`config.mk`:
```
export PLATFORM = sky130hd
export DESIGN_NAME = sar_adc_ctrl_flat
export DESIGN_NICKNAME = d
export VERILOG_FILES = /design/src/rtl/sar_adc_ctrl_if.sv /design/src/rtl/sar_adc_ctrl.sv /design/src/flat_wrapper.sv
export SDC_FILE = /design/constraint.sdc
export NUM_CORES = 1
export LEC_CHECK = 0
export CAP_MARGIN = 15
export CORE_AREA = 3 3 86 88
export CTS_CLUSTER_DIAMETER = 200
export DETAILED_ROUTE_END_ITERATION = 8
export DIE_AREA = 0 0 89 91
export GPL_TIMING_DRIVEN = 0
export PLACE_DENSITY = 0.49
export REMOVE_ABC_BUFFERS = 1
export SETUP_SLACK_MARGIN = 0.15
export SYNTH_ARGS = -nofsm -noshare
export SYNTH_HDL_FRONTEND = slang
export SYNTH_SLANG_ARGS = --single-unit
```
`constraint.sdc`:
```
create_clock -name clock -period 1.8 [get_ports clock]
set_clock_uncertainty 0.05 [all_clocks]
set_input_delay 0.45 -clock clock [delete_from_list [all_inputs] [get_ports clock]]
set_output_delay 0.45 -clock clock [all_outputs]
set_load 0.05 [all_outputs]
```
`src/rtl/sar_adc_ctrl_if.sv`:
```
// Handshake and analog-side signals of the SAR ADC controller.
// The slave modport is the controller; the master modport is the consumer plus analog front end.
interface sar_adc_ctrl_if;
  logic       soc;
  logic       cmp;
  logic       eoc;
  logic [7:0] x7_x0;
  logic [7:0] dac;
  logic       sample_hold;

  modport slave (
    input  soc,
    input  cmp,
    output eoc,
    output x7_x0,
    output dac,
    output sample_hold
  );

  modport master (
    output soc,
    output cmp,
    input  eoc,
    input  x7_x0,
    input  dac,
    input  sample_hold
  );
endinterface

```
`src/rtl/sar_adc_ctrl.sv`:
```
// 8-bit successive-approximation ADC controller with a four-phase soc/eoc handshake.
// All outputs are registered; cmp is sampled only on the last settle clock of each bit trial.
module sar_adc_ctrl #(
  parameter int SAMPLE_CYCLES = 2,
  parameter int SETTLE_CYCLES = 1
) (
  input  logic          clock,
  input  logic          reset,
  sar_adc_ctrl_if.slave bus
);

  typedef enum logic [1:0] {
    IDLE         = 2'd0,
    SAMPLE       = 2'd1,
    TRIAL        = 2'd2,
    WAIT_SOC_LOW = 2'd3
  } state_t;

  localparam logic [3:0] SAMPLE_LOAD = 4'(SAMPLE_CYCLES - 1);
  localparam logic [3:0] SETTLE_LOAD = 4'(SETTLE_CYCLES - 1);

  state_t     r_state;
  logic [3:0] r_cnt;
  logic [2:0] r_bit;
  logic [7:0] r_result;
  logic [7:0] r_dac;
  logic [7:0] r_x7_x0;
  logic       r_eoc;
  logic       r_sample_hold;

  state_t     w_state;
  logic [3:0] w_cnt;
  logic [2:0] w_bit;
  logic [7:0] w_result;
  logic [7:0] w_dac;
  logic [7:0] w_x7_x0;
  logic       w_eoc;
  logic       w_sample_hold;
  logic [7:0] w_mask;
  logic [7:0] w_next_mask;
  logic [7:0] w_decided;

  // State and output registers; reset aborts any conversion in progress
  always_ff @(posedge clock) begin
    if (reset) begin
      r_state       <= IDLE;
      r_cnt         <= 4'd0;
      r_bit         <= 3'd0;
      r_result      <= 8'h00;
      r_dac         <= 8'h00;
      r_x7_x0       <= 8'h00;
      r_eoc         <= 1'b1;
      r_sample_hold <= 1'b0;
    end else begin
      r_state       <= w_state;
      r_cnt         <= w_cnt;
      r_bit         <= w_bit;
      r_result      <= w_result;
      r_dac         <= w_dac;
      r_x7_x0       <= w_x7_x0;
      r_eoc         <= w_eoc;
      r_sample_hold <= w_sample_hold;
    end
  end

  // Next-state and next-output logic
  always_comb begin
    w_state       = r_state;
    w_cnt         = r_cnt;
    w_bit         = r_bit;
    w_result      = r_result;
    w_dac         = r_dac;
    w_x7_x0       = r_x7_x0;
    w_eoc         = r_eoc;
    w_sample_hold = r_sample_hold;
    w_mask        = 8'd1 << r_bit;
    w_next_mask   = 8'd1 << (r_bit - 3'd1);
    w_decided     = bus.cmp ? (r_result | w_mask) : (r_result & ~w_mask);

    case (r_state)
      IDLE: begin
        if (bus.soc) begin
          w_state       = SAMPLE;
          w_eoc         = 1'b0;
          w_sample_hold = 1'b1;
          w_dac         = 8'h00;
          w_result      = 8'h00;
          w_bit         = 3'd7;
          w_cnt         = SAMPLE_LOAD;
        end else begin
          w_state = IDLE;
        end
      end
      SAMPLE: begin
        if (r_cnt == 4'd0) begin
          w_state       = TRIAL;
          w_sample_hold = 1'b0;
          w_dac         = 8'h80;
          w_cnt         = SETTLE_LOAD;
        end else begin
          w_cnt = r_cnt - 4'd1;
        end
      end
      TRIAL: begin
        // Only the edge that ends the last settle clock commits a bit decision
        if (r_cnt == 4'd0) begin
          w_result = w_decided;
          if (r_bit != 3'd0) begin
            w_bit = r_bit - 3'd1;
            w_dac = w_decided | w_next_mask;
            w_cnt = SETTLE_LOAD;
          end else begin
            w_state = WAIT_SOC_LOW;
            w_dac   = w_decided;
          end
        end else begin
          w_cnt = r_cnt - 4'd1;
        end
      end
      WAIT_SOC_LOW: begin
        if (!bus.soc) begin
          w_state = IDLE;
          w_x7_x0 = r_result;
          w_eoc   = 1'b1;
        end else begin
          w_state = WAIT_SOC_LOW;
        end
      end
      default: begin
        w_state       = IDLE;
        w_eoc         = 1'b1;
        w_sample_hold = 1'b0;
      end
    endcase
  end

  assign bus.eoc         = r_eoc;
  assign bus.x7_x0       = r_x7_x0;
  assign bus.dac         = r_dac;
  assign bus.sample_hold = r_sample_hold;

endmodule
```
`src/flat_wrapper.sv`:
```
// flat-port wrapper written by rule: the top's interface ports become plain ports
module sar_adc_ctrl_flat 
#(
  parameter int SAMPLE_CYCLES = 2,
  parameter int SETTLE_CYCLES = 1
)
  (clock, reset, bus_soc, bus_cmp, bus_eoc, bus_x7_x0, bus_dac, bus_sample_hold);
  sar_adc_ctrl_if bus_i ();
  input  logic clock;
  input  logic reset;
  input wire logic [$bits(bus_i.soc)-1:0] bus_soc;
  input wire logic [$bits(bus_i.cmp)-1:0] bus_cmp;
  output wire logic [$bits(bus_i.eoc)-1:0] bus_eoc;
  output wire logic [$bits(bus_i.x7_x0)-1:0] bus_x7_x0;
  output wire logic [$bits(bus_i.dac)-1:0] bus_dac;
  output wire logic [$bits(bus_i.sample_hold)-1:0] bus_sample_hold;
  assign bus_i.soc = bus_soc;
  assign bus_i.cmp = bus_cmp;
  assign bus_eoc = bus_i.eoc;
  assign bus_x7_x0 = bus_i.x7_x0;
  assign bus_dac = bus_i.dac;
  assign bus_sample_hold = bus_i.sample_hold;
  sar_adc_ctrl #(.SAMPLE_CYCLES(SAMPLE_CYCLES), .SETTLE_CYCLES(SETTLE_CYCLES)) u_core (.clock(clock), .reset(reset), .bus(bus_i));
endmodule
```
Word-level counts from Yosys, hierarchy flattened. Index checks and enable logic that the tools add are counted.

Bits of input ports: 4. Output and inout bits: 18. Word-level logic and storage cells: 71. Bits in registers: 35.

Shifts and indexed selects: 2. Bitwise gates (word level): 5. Eq/ne operators: 10. Reduce and logical (&&, ||, !) cells: 15. Mux-type cells: 29. $add $sub $neg: 2.

Operators with widths (count): 8-bit 2-to-1 mux (6); 8-bit one-hot mux with 3 select lines (1); 4-bit 2-to-1 mux (4); 8-bit bitwise OR (2); 8-bit one-hot mux with 2 select lines (1); 1-bit by 3-bit << shifter with 8-bit output, first input constant (2); 3-bit AND reduction (5); 4-bit one-hot mux with 3 select lines (1); 3-bit 2-to-1 mux (3); 8-bit AND (1); 2-bit 2-to-1 mux (4); 8-bit inverter (1); 2-bit one-hot mux with 4 select lines (1); 4-bit AND reduction (2); 2-bit by 1-bit inequality test with 1-bit output, second input constant (3); 2-bit inequality test, second input constant (3); 3-bit one-hot mux with 2 select lines (1); 2-bit nonzero test (3); 3-bit nonzero test (2); 1-bit 2-to-1 mux (5); 2-bit == test, second input constant (2); 4-bit logical NOT (1); 1-bit one-hot mux with 2 select lines (2); 4-bit by 1-bit subtractor with 4-bit output, second input constant (1); other kinds (6) (6).

Depth between registers and ports, before layout. Gate-level depths: netlist of the first run.

Depth in word-level cells: 8. Gate-level depth with buffers: 8. Depth with buffers taken out: 6.

Worst setup path after synthesis of the first run. Ideal clock, no wire load.

Path kind: register to register. From: reg u_core.r_cnt[0]. To: reg u_core.r_result[2]. Stages on the path, launching flop included: 9. Clock period less this slack: 1.922 ns. Buffers on the path: 2. Arrival: 1.806 ns. Setup slack: -0.122 ns. Setup time: 0.066 ns. Data required time: 1.684 ns. Cell sequence: dfxtp_1 inv_1 ha_1 or3b_1 buf_6 a21o_1 buf_6 or3_4 a21oi_2.

Cells in the longest elaborated chain, start to end: 3.

Ends and longest elaborated chain: from (decl) (line sar_adc_ctrl.sv:23) `logic [3:0] r_cnt;`; from (signal assigned) (line sar_adc_ctrl.sv:56) `r_cnt <= w_cnt;`; 4-bit logical NOT (line sar_adc_ctrl.sv:106) `if (r_cnt == 4'd0) begin`; 2-bit by 1-bit inequality test with 1-bit output (no source line); 3-bit AND reduction (no source line); to (signal assigned) (line sar_adc_ctrl.sv:58) `r_result <= w_result;`; to (decl) (line sar_adc_ctrl.sv:25) `logic [7:0] r_result;`.

No other way between the ends. A chain may end at the register's enable or synchronous reset.

Final worst setup path of the first run. Ends and elaborated chain as after synthesis.

==> results of run 1 <==
-- stage by stage --
stage | hold slack [ns] | TNS, ns
after global routing | 0.421 | -0.415
after global placement | 0.397 | -17.53
after floorplan | 0.376 | -0.0916
final | 0.403 | -0.0550
after detailed placement | 0.398 | -10.72
after CTS | 0.406 | 0
-- synthesized netlist by cell type, types with 2 or more instances --
library cell	n	area share [%]
sky130_fd_sc_hd__nor2_1	13	2.5
sky130_fd_sc_hd__mux2i_1	3	1.5
sky130_fd_sc_hd__clkbuf_8	2	1.4
sky130_fd_sc_hd__buf_1	2	0.38
sky130_fd_sc_hd__a211oi_1	3	1.1
sky130_fd_sc_hd__dfxtp_1	35	35
sky130_fd_sc_hd__ha_1	14	8.9
sky130_fd_sc_hd__o21ai_0	8	2.0
sky130_fd_sc_hd__mux2_2	4	2.3
sky130_fd_sc_hd__nor3_1	2	0.51
sky130_fd_sc_hd__nor2b_1	4	1.3
sky130_fd_sc_hd__clkbuf_1	8	1.5
sky130_fd_sc_hd__a21oi_1	29	7.3
sky130_fd_sc_hd__o2bb2ai_1	6	2.7
sky130_fd_sc_hd__buf_6	3	1.7
sky130_fd_sc_hd__nand3_1	13	3.3
sky130_fd_sc_hd__a21boi_0	2	0.76
sky130_fd_sc_hd__a31oi_1	2	0.63
sky130_fd_sc_hd__o32ai_1	4	1.8
sky130_fd_sc_hd__nor3b_1	2	0.76
sky130_fd_sc_hd__inv_1	11	2.1
sky130_fd_sc_hd__nand2b_1	8	2.5
sky130_fd_sc_hd__nand2_1	33	6.3
-- where the power goes --
group          leakage, nW  internal, mW  switching [mW]
clock network       0.0402         0.269           0.301
registers            0.287         0.887           0.153
logic                0.643          1.15            1.19
-- flip-flops by register name, summed over array words and instances, names as in the netlist --
| name | flops |
|---|---|
| u_core.bus.dac | 8 |
| u_core.bus.x7_x0 | 8 |
| u_core.r_result | 8 |
| u_core.r_cnt | 4 |
| u_core.r_bit | 3 |
| u_core.r_state | 2 |
| u_core.bus.eoc | 1 |
| u_core.bus.sample_hold | 1 |
-- timing repair --
| action | 4_1_cts | 5_1_grt |
|---|---|---|
| pin swaps | 14 | 16 |
| setup endpoints to repair | 44 | 36 |
| buffers inserted | 17 | 5 |
| hold buffers | 0 | 0 |
| gates resized for setup | 89 | 42 |
-- metal layers --
metal	up-vias	track usage (%)
met5	-	0
met4	0	5.21
met1	801	18.5
met3	9	3.72
met2	41	18.9
li1	906	-
-- worst max-delay path by stage --
stage                     slack, ns            endpoint  cells after the start
after floorplan               -0.08  u_core.r_result[2]                      6
after global routing          -0.09  u_core.r_result[2]                      7
final                         -0.05  u_core.r_result[2]                      7
after CTS                      0.04     u_core.r_bit[0]                      7
after detailed placement      -0.56   u_core.bus.dac[4]                      5
after global placement        -0.91   u_core.bus.dac[0]                      4
-- worst max-delay path: stages, from the launching register on --
cell,delay [ns]
sky130_fd_sc_hd__dfxtp_4,0.36
sky130_fd_sc_hd__inv_4,0.06
sky130_fd_sc_hd__ha_4,0.12
sky130_fd_sc_hd__or3b_4,0.41
sky130_fd_sc_hd__buf_6,0.14
sky130_fd_sc_hd__a21o_4,0.23
sky130_fd_sc_hd__or3_4,0.33
sky130_fd_sc_hd__a21oi_2,0.11
-- cells by family after synthesis --
group           after synthesis  share of synthesized area (%)
flops                        35                           35.5
compound gates               68                           22.7
fa+ha+maj                    14                           8.87
mux                           7                           3.80
simple gates                 84                           20.5
buf+inv                      28                           8.68
-- final cells by class --
| cell class | instances | area, µm² |
|---|---|---|
| inverter | 11 | 43.8 |
| clock inverter | 3 | 20.0 |
| sequential | 35 | 713 |
| tap | 80 | 100 |
| clock buffer | 5 | 68.8 |
| timing repair buffer | 44 | 385 |
| multi-input combinational | 173 | 1370 |
| fill | 665 | 4020 |
==> PnR_summary.wiki, run 1 <==
{| class="wikitable"
! Metric !! Value
|-
| Leading cell types in the layout, fill and taps excluded || 33 x sky130_fd_sc_hd__nand2_1, 29 x sky130_fd_sc_hd__dfxtp_1, 28 x sky130_fd_sc_hd__a21oi_1, 14 x sky130_fd_sc_hd__buf_4, 12 x sky130_fd_sc_hd__clkbuf_2
|-
| Ys flop type || sky130_fd_sc_hd__dfxtp_1
|-
| Via density per instance || 5.01
|-
| Worst hold path startpoint || u_core.bus.x7_x0[4]
|-
| Num CTS Buffers || 5
|-
| Placed wire-length estimate after detailed placement || 3200 µm
|-
| Floorplan Core Area || 6720 µm²
|-
| Dpl ws || -0.561 ns
|-
| Remaining Overflow, GRT || 0
|-
| Result of the run || finished, violations left
|-
| Worst setup EP type || flop
|-
| Data required time of the critical path || 1.98 ns
|-
| Port Buffer Count || 21
|-
| Total clock sinks || 35
|-
| Origin of the critical flop-to-flop path || u_core.r_cnt[0]
|-
| Setup crit start || u_core.r_cnt[0]
|-
| Crit start category || flop
|-
| Final instance area || 2700 µm²
|-
| Number of unique standard cell types used by synthesis || 48
|-
| Failing checks || negative setup slack
|-
| Top fanout value on the critical path || 6
|-
| TritonCTS clock tree || built
|-
| Peak ir drop on the vdd network || 431 µV
|-
| Share of cells above drive strength 1 || 38.4%
|-
| Register area share after synthesis || 35.5%
|-
| Total Routing Usage GR || 13.2%
|-
| Sum of routed wire segments on met1 || 2440 µm
|-
| Final RePlAce weighted congestion || 0.846
|-
| DRT iter0 DRCs || 90
|-
| Highest clock frequency the design can meet || 539 MHz
|-
| Worst Path Arrival || 2.03 ns
|-
| Largest net degree at the start of global routing || 21
|-
| Width of the die || 89 µm
|-
| Area growth from synthesis to final layout || 36.5%
|-
| Final setup margin || -0.0550 ns
|-
| Wire per inst || 14.1 µm
|-
| Max-slew headroom at the worst pin || 49.9%
|-
| Fin cells || 351
|-
| Post-layout min period || 1.85 ns
|-
| Count of maximum capacitance violations || 0
|-
| Cell count of the worst hold path || 2
|-
| Average footprint of a synthesized cell || 8.37 µm²
|-
| Final cycle utilization of the critical path || 103%
|-
| Vias post-DR || 1757
|-
| Met2 Wirelength || 2200 µm
|-
| Chip height || 91 µm
|-
| Drt drc || 0
|-
| Total of warnings raised by yosys || 0
|-
| Wire length of the first global-routing pass || 8410 µm
|-
| Count of mapped cells out of synthesis || 236
|-
| Number of nets with antenna violations after detailed routing || 0
|-
| Min-delay worst type || reg -> reg
|-
| Final count of hold timing violations || 0
|-
| Ratio of total power to cell area || 1460 nW/µm²
|-
| Met3 WL || 235 µm
|-
| Clock Tree Buf Depth || 2
|-
| Standard cell area after detailed placement || 2180 µm²
|-
| Post-synthesis async set-or-reset flop share || 0%
|-
| Initial core utilization || 29.4%
|-
| Number of H-tree branching levels || 2
|-
| Total leakage power || 0.970 nW
|-
| Final core area utilization || 40.1%
|-
| CTS root buffer || sky130_fd_sc_hd__clkbuf_8
|-
| Count of flip-flops with a built-in enable after synthesis || 0
|-
| Vias in the first global route || 1708
|-
| Final total power || 3.95 mW
|-
| Row Count || 30
|-
| FF-to-FF path depth || 7
|-
| Unrepaired setup endpoints after global routing || yes
|-
| Post-placement cell count || 321
|-
| Clock-pin slew reported for the worst setup and hold paths after clock tree synthesis || 0.07 ns
|-
| Actual transition at the worst max-transition pin || 0.751 ns
|-
| Number of synthesized register bits || 35
|-
| Die outline area || 8100 µm²
|-
| Count of boundary I/O pins || 22
|-
| Path type of the worst setup path || reg -> reg
|-
| Uppermost metal layer occupied by signal nets || met4
|-
| Setup slack, reg-to-reg || -0.05 ns
|-
| Critical R2R Capture || u_core.r_result[2]
|-
| Number of antenna violations at the first check in global routing || 0
|-
| Area of the mapped netlist || 1980 µm²
|-
| Final setup violation count || 1
|-
| Clock network latency to the later pin of the worst-skew pair || 0.29 ns
|-
| First-pass iteration count of the detailed router || 4
|-
| Most frequent standard cell in the layout excluding fill and tap cells || sky130_fd_sc_hd__nand2_1
|-
| Diode insertion count for antenna repair || 0
|-
| Hold EP || u_core.bus.x7_x0[4]
|-
| Layout net count || 288
|-
| Post-Route WL || 4970 µm
|-
| Number of slew-limit violations in the final report || 0
|}
(Power assumes the default switching activity.)
==> run 2, diff against run 1 <==
--- a/config.mk
+++ b/config.mk
@@ -5,13 +5,12 @@
 export SDC_FILE = /design/constraint.sdc
 export NUM_CORES = 1
 export LEC_CHECK = 0
-export CAP_MARGIN = 15
 export CORE_AREA = 3 3 86 88
 export CTS_CLUSTER_DIAMETER = 200
 export DETAILED_ROUTE_END_ITERATION = 8
 export DIE_AREA = 0 0 89 91
 export GPL_TIMING_DRIVEN = 0
-export PLACE_DENSITY = 0.49
+export PLACE_DENSITY = 0.53
 export REMOVE_ABC_BUFFERS = 1
 export SETUP_SLACK_MARGIN = 0.15
 export SYNTH_ARGS = -nofsm -noshare
==> PnR_summary.wiki, run 2 (same netlist as run 1, synthesis figures left out) <==
{| class="wikitable"
! Metric !! Value
|-
| Total Routing Usage GR || 12.5% (-0.74 points)
|-
| Layout net count || 283 (-1.7%)
|-
| Placed wire-length estimate after detailed placement || 3080 µm (-3.7%)
|-
| Aggregate negative setup slack || 0 ns (+0.0550 ns)
|-
| Largest net degree at the start of global routing || 34 (+62%)
|-
| Number of antenna violations at the first check in global routing || 0 (unchanged)
|-
| DRT iter0 DRCs || 90 (unchanged)
|-
| Remaining Overflow, GRT || 0 (unchanged)
|-
| Number of H-tree branching levels || 2 (unchanged)
|-
| Top fanout value on the critical path || 5 (-1)
|-
| Data required time of the critical path || 1.97 ns (about the same)
|-
| Clock-pin slew reported for the worst setup and hold paths after clock tree synthesis || 0.07 ns (about the same)
|-
| Setup slack, reg-to-reg || 0.02 ns (+0.07 ns)
|-
| Final RePlAce weighted congestion || 0.800 (-5.4%)
|-
| Wire length of the first global-routing pass || 7910 µm (-5.9%)
|-
| Num CTS Buffers || 5 (unchanged)
|-
| First-pass iteration count of the detailed router || 4 (unchanged)
|-
| Post-Route WL || 5050 µm (+1.6%)
|-
| Number of slew-limit violations in the final report || 0 (unchanged)
|-
| Actual transition at the worst max-transition pin || 0.781 ns (+0.0302 ns)
|-
| Critical R2R Capture || u_core.r_result[2]
|-
| Via density per instance || 5.02 (+0.29%)
|-
| Post-layout min period || 1.78 ns (-0.0740 ns)
|-
| Hold-fix buffers at CTS || 0 (unchanged)
|-
| Final core area utilization || 38.9% (-1.2 points)
|-
| Area growth from synthesis to final layout || 32.4%
|-
| Worst Path Arrival || 1.95 ns (-0.08 ns)
|-
| Count of maximum capacitance violations || 0 (unchanged)
|-
| Initial core utilization || 29.4% (unchanged)
|-
| Chip height || 91 µm (unchanged)
|-
| Worst hold path startpoint || u_core.bus.x7_x0[3]
|-
| TritonCTS clock tree || built
|-
| Min-delay worst type || reg -> reg
|-
| Final setup violation count || 0 (-1)
|-
| Wire per inst || 14.6 µm (+3.1%)
|-
| Path type of the worst setup path || reg -> reg
|-
| Diode insertion count for antenna repair || 0 (unchanged)
|-
| Most frequent standard cell in the layout excluding fill and tap cells || sky130_fd_sc_hd__nand2_1
|-
| Final total power || 3.90 mW (-1.2%)
|-
| Origin of the critical flop-to-flop path || u_core.r_cnt[0]
|-
| Clock network latency to the later pin of the worst-skew pair || 0.29 ns (about the same)
|-
| Width of the die || 89 µm (unchanged)
|-
| Hold EP || u_core.bus.x7_x0[3]
|-
| Vias in the first global route || 1654 (-3.2%)
|-
| Cells along the critical path || inv_4 -> ha_4 -> or3b_4 -> a21o_4 -> or3_4 -> a21oi_2
|-
| Crit start category || flop
|-
| Fill cells || 680 (+2.3%)
|-
| Share of cells above drive strength 1 || 39.5% (+1.1 points)
|-
| FF-to-FF path depth || 6 (-1)
|-
| Drt drc || 0 (unchanged)
|-
| Peak ir drop on the vdd network || 460 µV (+6.7%)
|-
| Clock Tree Buf Depth || 2 (unchanged)
|-
| Total leakage power || 0.935 nW (-3.6%)
|-
| Ratio of total power to cell area || 1490 nW/µm² (+1.8%)
|-
| Combined buffer and inverter count along the critical path || 1 (-1)
|-
| Cell family with most CP delay || simple AND/OR/NAND/NOR gates
|-
| Leading cell types in the layout, fill and taps excluded || 30 x sky130_fd_sc_hd__nand2_1, 28 x sky130_fd_sc_hd__dfxtp_1, 23 x sky130_fd_sc_hd__a21oi_1, 15 x sky130_fd_sc_hd__clkbuf_2, 15 x sky130_fd_sc_hd__buf_4
|-
| Vias post-DR || 1737 (-1.1%)
|-
| Final cycle utilization of the critical path || 98.9% (-4.1 points)
|-
| CTS root buffer || sky130_fd_sc_hd__clkbuf_8
|-
| Result of the run || complete, no violations
|-
| Slowest-stage cell, CP || sky130_fd_sc_hd__or3b_4
|-
| Total clock sinks || 35 (unchanged)
|-
| Worst hold-check slack || 0.408 ns (+0.00449 ns)
|-
| Delay contributed by the slowest stage of the critical path || 0.42 ns (about the same)
|-
| Cell count of the worst hold path || 2 (unchanged)
|-
| Worst setup EP type || flop
|-
| Die outline area || 8100 µm² (unchanged)
|-
| Count of boundary I/O pins || 22 (unchanged)
|-
| Number of nets with antenna violations after detailed routing || 0 (unchanged)
|-
| Unrepaired setup endpoints after global routing || yes
|-
| Fin cells || 346 (-1.4%)
|-
| Highest clock frequency the design can meet || 561 MHz (+4.2%)
|-
| Max-slew headroom at the worst pin || 47.9% (-2.0 points)
|-
| Port Buffer Count || 21 (unchanged)
|-
| Final count of hold timing violations || 0 (unchanged)
|-
| Floorplan Core Area || 6720 µm² (unchanged)
|-
| Row Count || 30 (unchanged)
|-
| Post-placement cell count || 320 (-0.31%)
|}
==> run 2: layer usage <==
| metal | part of all wire [%] | up-vias | global-route usage [%] | wire, µm |
|---|---|---|---|---|
| met3 | 4.6 | 6 | 4.17 | 230 |
| met5 | 0 | - | 0 | 0 |
| met1 | 48 | 810 | 16.6 | 2400 |
| met4 | 1.3 | 0 | 3.72 | 65 |
| li1 | - | 888 | - | - |
| met2 | 46 | 33 | 18.9 | 2350 |
==> run 2: worst max-delay path by stage <==
stage / slack [ns] / startpoint / to / cells after the start
after floorplan: -0.08 / u_core.r_cnt[0] / u_core.r_result[2] / 6
after global placement: -0.88 / reset / u_core.bus.dac[2] / 4
after detailed placement: -0.87 / reset / u_core.bus.dac[2] / 4
after CTS: 0.02 / u_core.r_cnt[0] / u_core.r_result[2] / 6
after global routing: -0.03 / u_core.r_cnt[0] / u_core.r_result[2] / 6
final: 0.02 / u_core.r_cnt[0] / u_core.r_result[2] / 6
==> run 2: report_power, final <==
part	internal (mW)	total [mW]	leakage, nW	switching [mW]
Sequential	0.896	1.05	0.288	0.152
Clock	0.448	0.750	0.0612	0.301
Combinational	0.956	2.10	0.586	1.15
==> run 2: through the flow <==
step           area (µm²)  setup WS (ns)
6_report             2620         0.0191
5_1_grt              2620        -0.0280
4_1_cts              2500         0.0218
3_5_place_dp         2160         -0.870
3_3_place_gp         2160         -0.878
2_1_floorplan        1850        -0.0848
==> run 2: layout make-up <==
cell class | instances | area, µm² | share of cell area (%)
repair buffers | 39 | 289 | 11.0
well taps | 80 | 100 | 3.83
clock inverters | 2 | 35.0 | 1.34
flip-flops and latches | 35 | 719 | 27.5
multi-input cells | 173 | 1340 | 51.3
inverters | 11 | 48.8 | 1.87
clock buffers | 6 | 82.6 | 3.16
==> run 2: worst min-delay path, stage by stage, from the launching register on <==
cell	delay (ns)
sky130_fd_sc_hd__dfxtp_1	0.31
sky130_fd_sc_hd__nand2_1	0.05
sky130_fd_sc_hd__a21oi_1	0.05
==> run 2: repair_timing <==
action | 4_1_cts | 5_1_grt
gates resized for setup | 82 | 56
endpoints found under the setup margin | 53 | 42
buffers inserted | 11 | 7
hold endpoints to repair | 0 | 0
pin swaps | 4 | 12
gates cloned | 0 | 0
==> run 3, diff against run 2 <==
--- a/config.mk
+++ b/config.mk
@@ -5,12 +5,13 @@
 export SDC_FILE = /design/constraint.sdc
 export NUM_CORES = 1
 export LEC_CHECK = 0
-export CORE_AREA = 3 3 86 88
+export CORE_AREA = 3 3 93 95
 export CTS_CLUSTER_DIAMETER = 200
 export DETAILED_ROUTE_END_ITERATION = 8
-export DIE_AREA = 0 0 89 91
+export DIE_AREA = 0 0 96 98
 export GPL_TIMING_DRIVEN = 0
-export PLACE_DENSITY = 0.53
+export MAX_ROUTING_LAYER = met4
+export PLACE_DENSITY = 0.46
 export REMOVE_ABC_BUFFERS = 1
 export SETUP_SLACK_MARGIN = 0.15
 export SYNTH_ARGS = -nofsm -noshare
==> constraint.sdc (replaced) <==
create_clock -name clock -period 2.3 [get_ports clock]
set_clock_uncertainty 0.05 [all_clocks]
set_input_delay 0.575 -clock clock [delete_from_list [all_inputs] [get_ports clock]]
set_output_delay 0.575 -clock clock [all_outputs]
set_load 0.05 [all_outputs]
==> PnR_summary.wiki, run 3 (same netlist as run 1, synthesis figures left out) <==
{| class="wikitable"
! Metric !! Value
|-
| Result of the run || complete, no violations
|-
| Total clock sinks || 35 (unchanged)
|-
| Clock network latency to the later pin of the worst-skew pair || 0.28 ns (about the same)
|-
| Peak ir drop on the vdd network || 281 µV (-39%)
|-
| Fin cells || 350 (+1.2%)
|-
| Data required time of the critical path || 1.67 ns (-0.30 ns)
|-
| First-pass iteration count of the detailed router || 4 (unchanged)
|-
| Num CTS Buffers || 5 (unchanged)
|-
| Wire length of the first global-routing pass || 7820 µm (-1.1%)
|-
| Top fanout value on the critical path || 3 (-2)
|-
| Final count of hold timing violations || 0 (unchanged)
|-
| Number of antenna violations at the first check in global routing || 0 (unchanged)
|-
| Port Buffer Count || 21 (unchanged)
|-
| Power spent charging and discharging nets || 1.02 mW (-36%)
|-
| Vias post-DR || 1610 (-7.3%)
|-
| Worst setup EP type || primary output
|-
| Origin of the critical flop-to-flop path || u_core.r_cnt[0]
|-
| Final core area utilization || 29.4% (-9.6 points)
|-
| Area growth from synthesis to final layout || 16.1%
|-
| Delay contributed by the slowest stage of the critical path || 0.81 ns (+0.39 ns)
|-
| Ratio of total power to cell area || 1020 nW/µm² (-31%)
|-
| Cell count of the worst hold path || 2 (unchanged)
|-
| Leading cell types in the layout, fill and taps excluded || 35 x sky130_fd_sc_hd__dfxtp_1, 33 x sky130_fd_sc_hd__nand2_1, 28 x sky130_fd_sc_hd__a21oi_1, 19 x sky130_fd_sc_hd__clkdlybuf4s50_1
|-
| Post-layout min period || 2.07 ns
|-
| Worst hold-check slack || 0.401 ns (-0.00638 ns)
|-
| Number of slew-limit violations in the final report || 0 (unchanged)
|-
| Total leakage power || 0.780 nW (-17%)
|-
| Setup slack, reg-to-reg || 0.26 ns (+0.24 ns)
|-
| FF-to-FF path depth || 6 (unchanged)
|-
| Largest net degree at the start of global routing || 34 (unchanged)
|-
| Final RePlAce weighted congestion || 0.790 (-1.2%)
|-
| Hold-fix buffers at CTS || 0 (unchanged)
|-
| Combined buffer and inverter count along the critical path || 1 (unchanged)
|-
| Number of nets with antenna violations after detailed routing || 0 (unchanged)
|-
| Layout net count || 265 (-6.4%)
|-
| Floorplan Core Area || 7810 µm² (+16%)
|-
| Hold EP || u_core.bus.x7_x0[3]
|-
| Number of H-tree branching levels || 2 (unchanged)
|-
| Remaining Overflow, GRT || 0 (unchanged)
|-
| Path type of the worst setup path || reg -> out
|-
| Final cycle utilization of the critical path || 90.2%
|-
| Row Count || 32 (+6.7%)
|-
| Internal portion of total power || 1.33 mW (-42%)
|-
| Unrepaired setup endpoints after global routing || no
|-
| Critical R2R Capture || u_core.r_result[2]
|-
| Die outline area || 9410 µm² (+16%)
|-
| Dpl ws || -0.554 ns (+0.315 ns)
|-
| Clock Tree Buf Depth || 2 (unchanged)
|-
| Drt drc || 0 (unchanged)
|-
| Count of boundary I/O pins || 22 (unchanged)
|-
| Cell family with most CP delay || buffers and inverters
|-
| Final setup margin || 0.226 ns (+0.207 ns)
|-
| Width of the die || 96 µm (+7.9%)
|-
| Clock Power Share || 18.2% (-1.0 points)
|-
| Clock-pin slew reported for the worst setup and hold paths after clock tree synthesis || 0.07 ns (about the same)
|-
| Register share of total power || 33.4% (+6.5 points)
|-
| Worst hold path startpoint || u_core.r_result[3]
|-
| Most frequent standard cell in the layout excluding fill and tap cells || sky130_fd_sc_hd__dfxtp_1
|-
| Total Routing Usage GR || 10.7% (-1.8 points)
|-
| Post-Route WL || 4590 µm (-9.0%)
|-
| Vias in the first global route || 1556 (-5.9%)
|-
| Switching fraction of total power || 43.4% (+2.4 points)
|-
| Cells along the critical path || clkdlybuf4s50_1
|-
| Actual transition at the worst max-transition pin || 0.729 ns (-0.0529 ns)
|-
| Cell count along the critical path || 1 (-5)
|-
| Diode insertion count for antenna repair || 0 (unchanged)
|-
| Placed wire-length estimate after detailed placement || 3230 µm (+5.0%)
|-
| Chip height || 98 µm (+7.7%)
|-
| Slowest-stage cell, CP || sky130_fd_sc_hd__clkdlybuf4s50_1
|-
| Worst Path Arrival || 1.45 ns (-0.50 ns)
|-
| Highest clock frequency the design can meet || 482 MHz
|-
| Wire per inst || 13.1 µm (-10%)
|-
| CTS root buffer || sky130_fd_sc_hd__clkbuf_8
|-
| Post-placement cell count || 342 (+6.9%)
|-
| Via density per instance || 4.60 (-8.4%)
|-
| Initial core utilization || 25.3% (-4.1 points)
|-
| Crit start category || flop
|-
| DRT iter0 DRCs || 100 (+11%)
|-
| TritonCTS clock tree || built
|-
| Combinational share of power || 48.4% (-5.5 points)
|-
| Final setup violation count || 0 (unchanged)
|-
| Max-slew headroom at the worst pin || 51.4% (+3.5 points)
|-
| Count of maximum capacitance violations || 0 (unchanged)
|-
| Min-delay worst type || reg -> reg
|-
| Share of cells above drive strength 1 || 9.68% (-30 points)
|}
[run 3: area by class of cell]
| type | count | area (µm²) |
|---|---|---|
| clock inverters | 1 | 5.00 |
| well taps | 102 | 128 |
| flip-flops and latches | 35 | 701 |
| clock buffers | 7 | 76.3 |
| fillers | 863 | 5510 |
| multi-input cells | 173 | 1130 |
| inverters | 11 | 41.3 |
| repair buffers | 21 | 208 |
[run 3: how the worst max path moves through the flow]
stage                                     to  slack [ns]                    from
after floorplan           u_core.r_result[2]        0.42         u_core.r_cnt[0]
after global placement     u_core.bus.dac[3]       -0.56                   reset
after detailed placement   u_core.bus.dac[6]       -0.55                   reset
after CTS                 u_core.r_result[2]        0.16         u_core.r_cnt[0]
after global routing                 bus_eoc        0.16          u_core.bus.eoc
final                        bus_sample_hold        0.23  u_core.bus.sample_hold
[run 3: power by group through the flow]
stage	Combinational [mW]	Sequential (mW)	Clock, mW
5_1_grt	1.25	0.801	0.479
6_report	1.13	0.784	0.427
3_5_place_dp	1.08	0.792	0
4_1_cts	1.10	0.779	0.447
3_3_place_gp	1.08	0.792	0
2_1_floorplan	0.737	0.845	0
[run 3: repair_timing]
| action | CTS | global route |
|---|---|---|
| setup endpoints to repair | 17 | 14 |
| resized for setup | 4 | 8 |
| buffers inserted | 0 | 0 |
| gates cloned | 0 | 0 |
[run 3: routing by layer]
metal / share of wire [%] / track usage (%) / vias up / wire [µm]
met3: 2.9 / 3.00 / 2 / 134
met1: 55 / 15.6 / 735 / 2530
li1: - / - / 850 / -
met2: 42 / 14.3 / 23 / 1910
met5: 0 / - / - / 0
met4: 0.37 / 2.63 / 0 / 17
[run 3: per-stage QoR]
step                total power [mW]  area [µm²]  setup TNS [ns]
floorplan                       1.58        1850               0
global route                    2.53        2290               0
CTS                             2.33        2270               0
detailed placement              1.88        2180           -5.39
global placement                1.87        2180           -5.51
finish                          2.35        2290               0
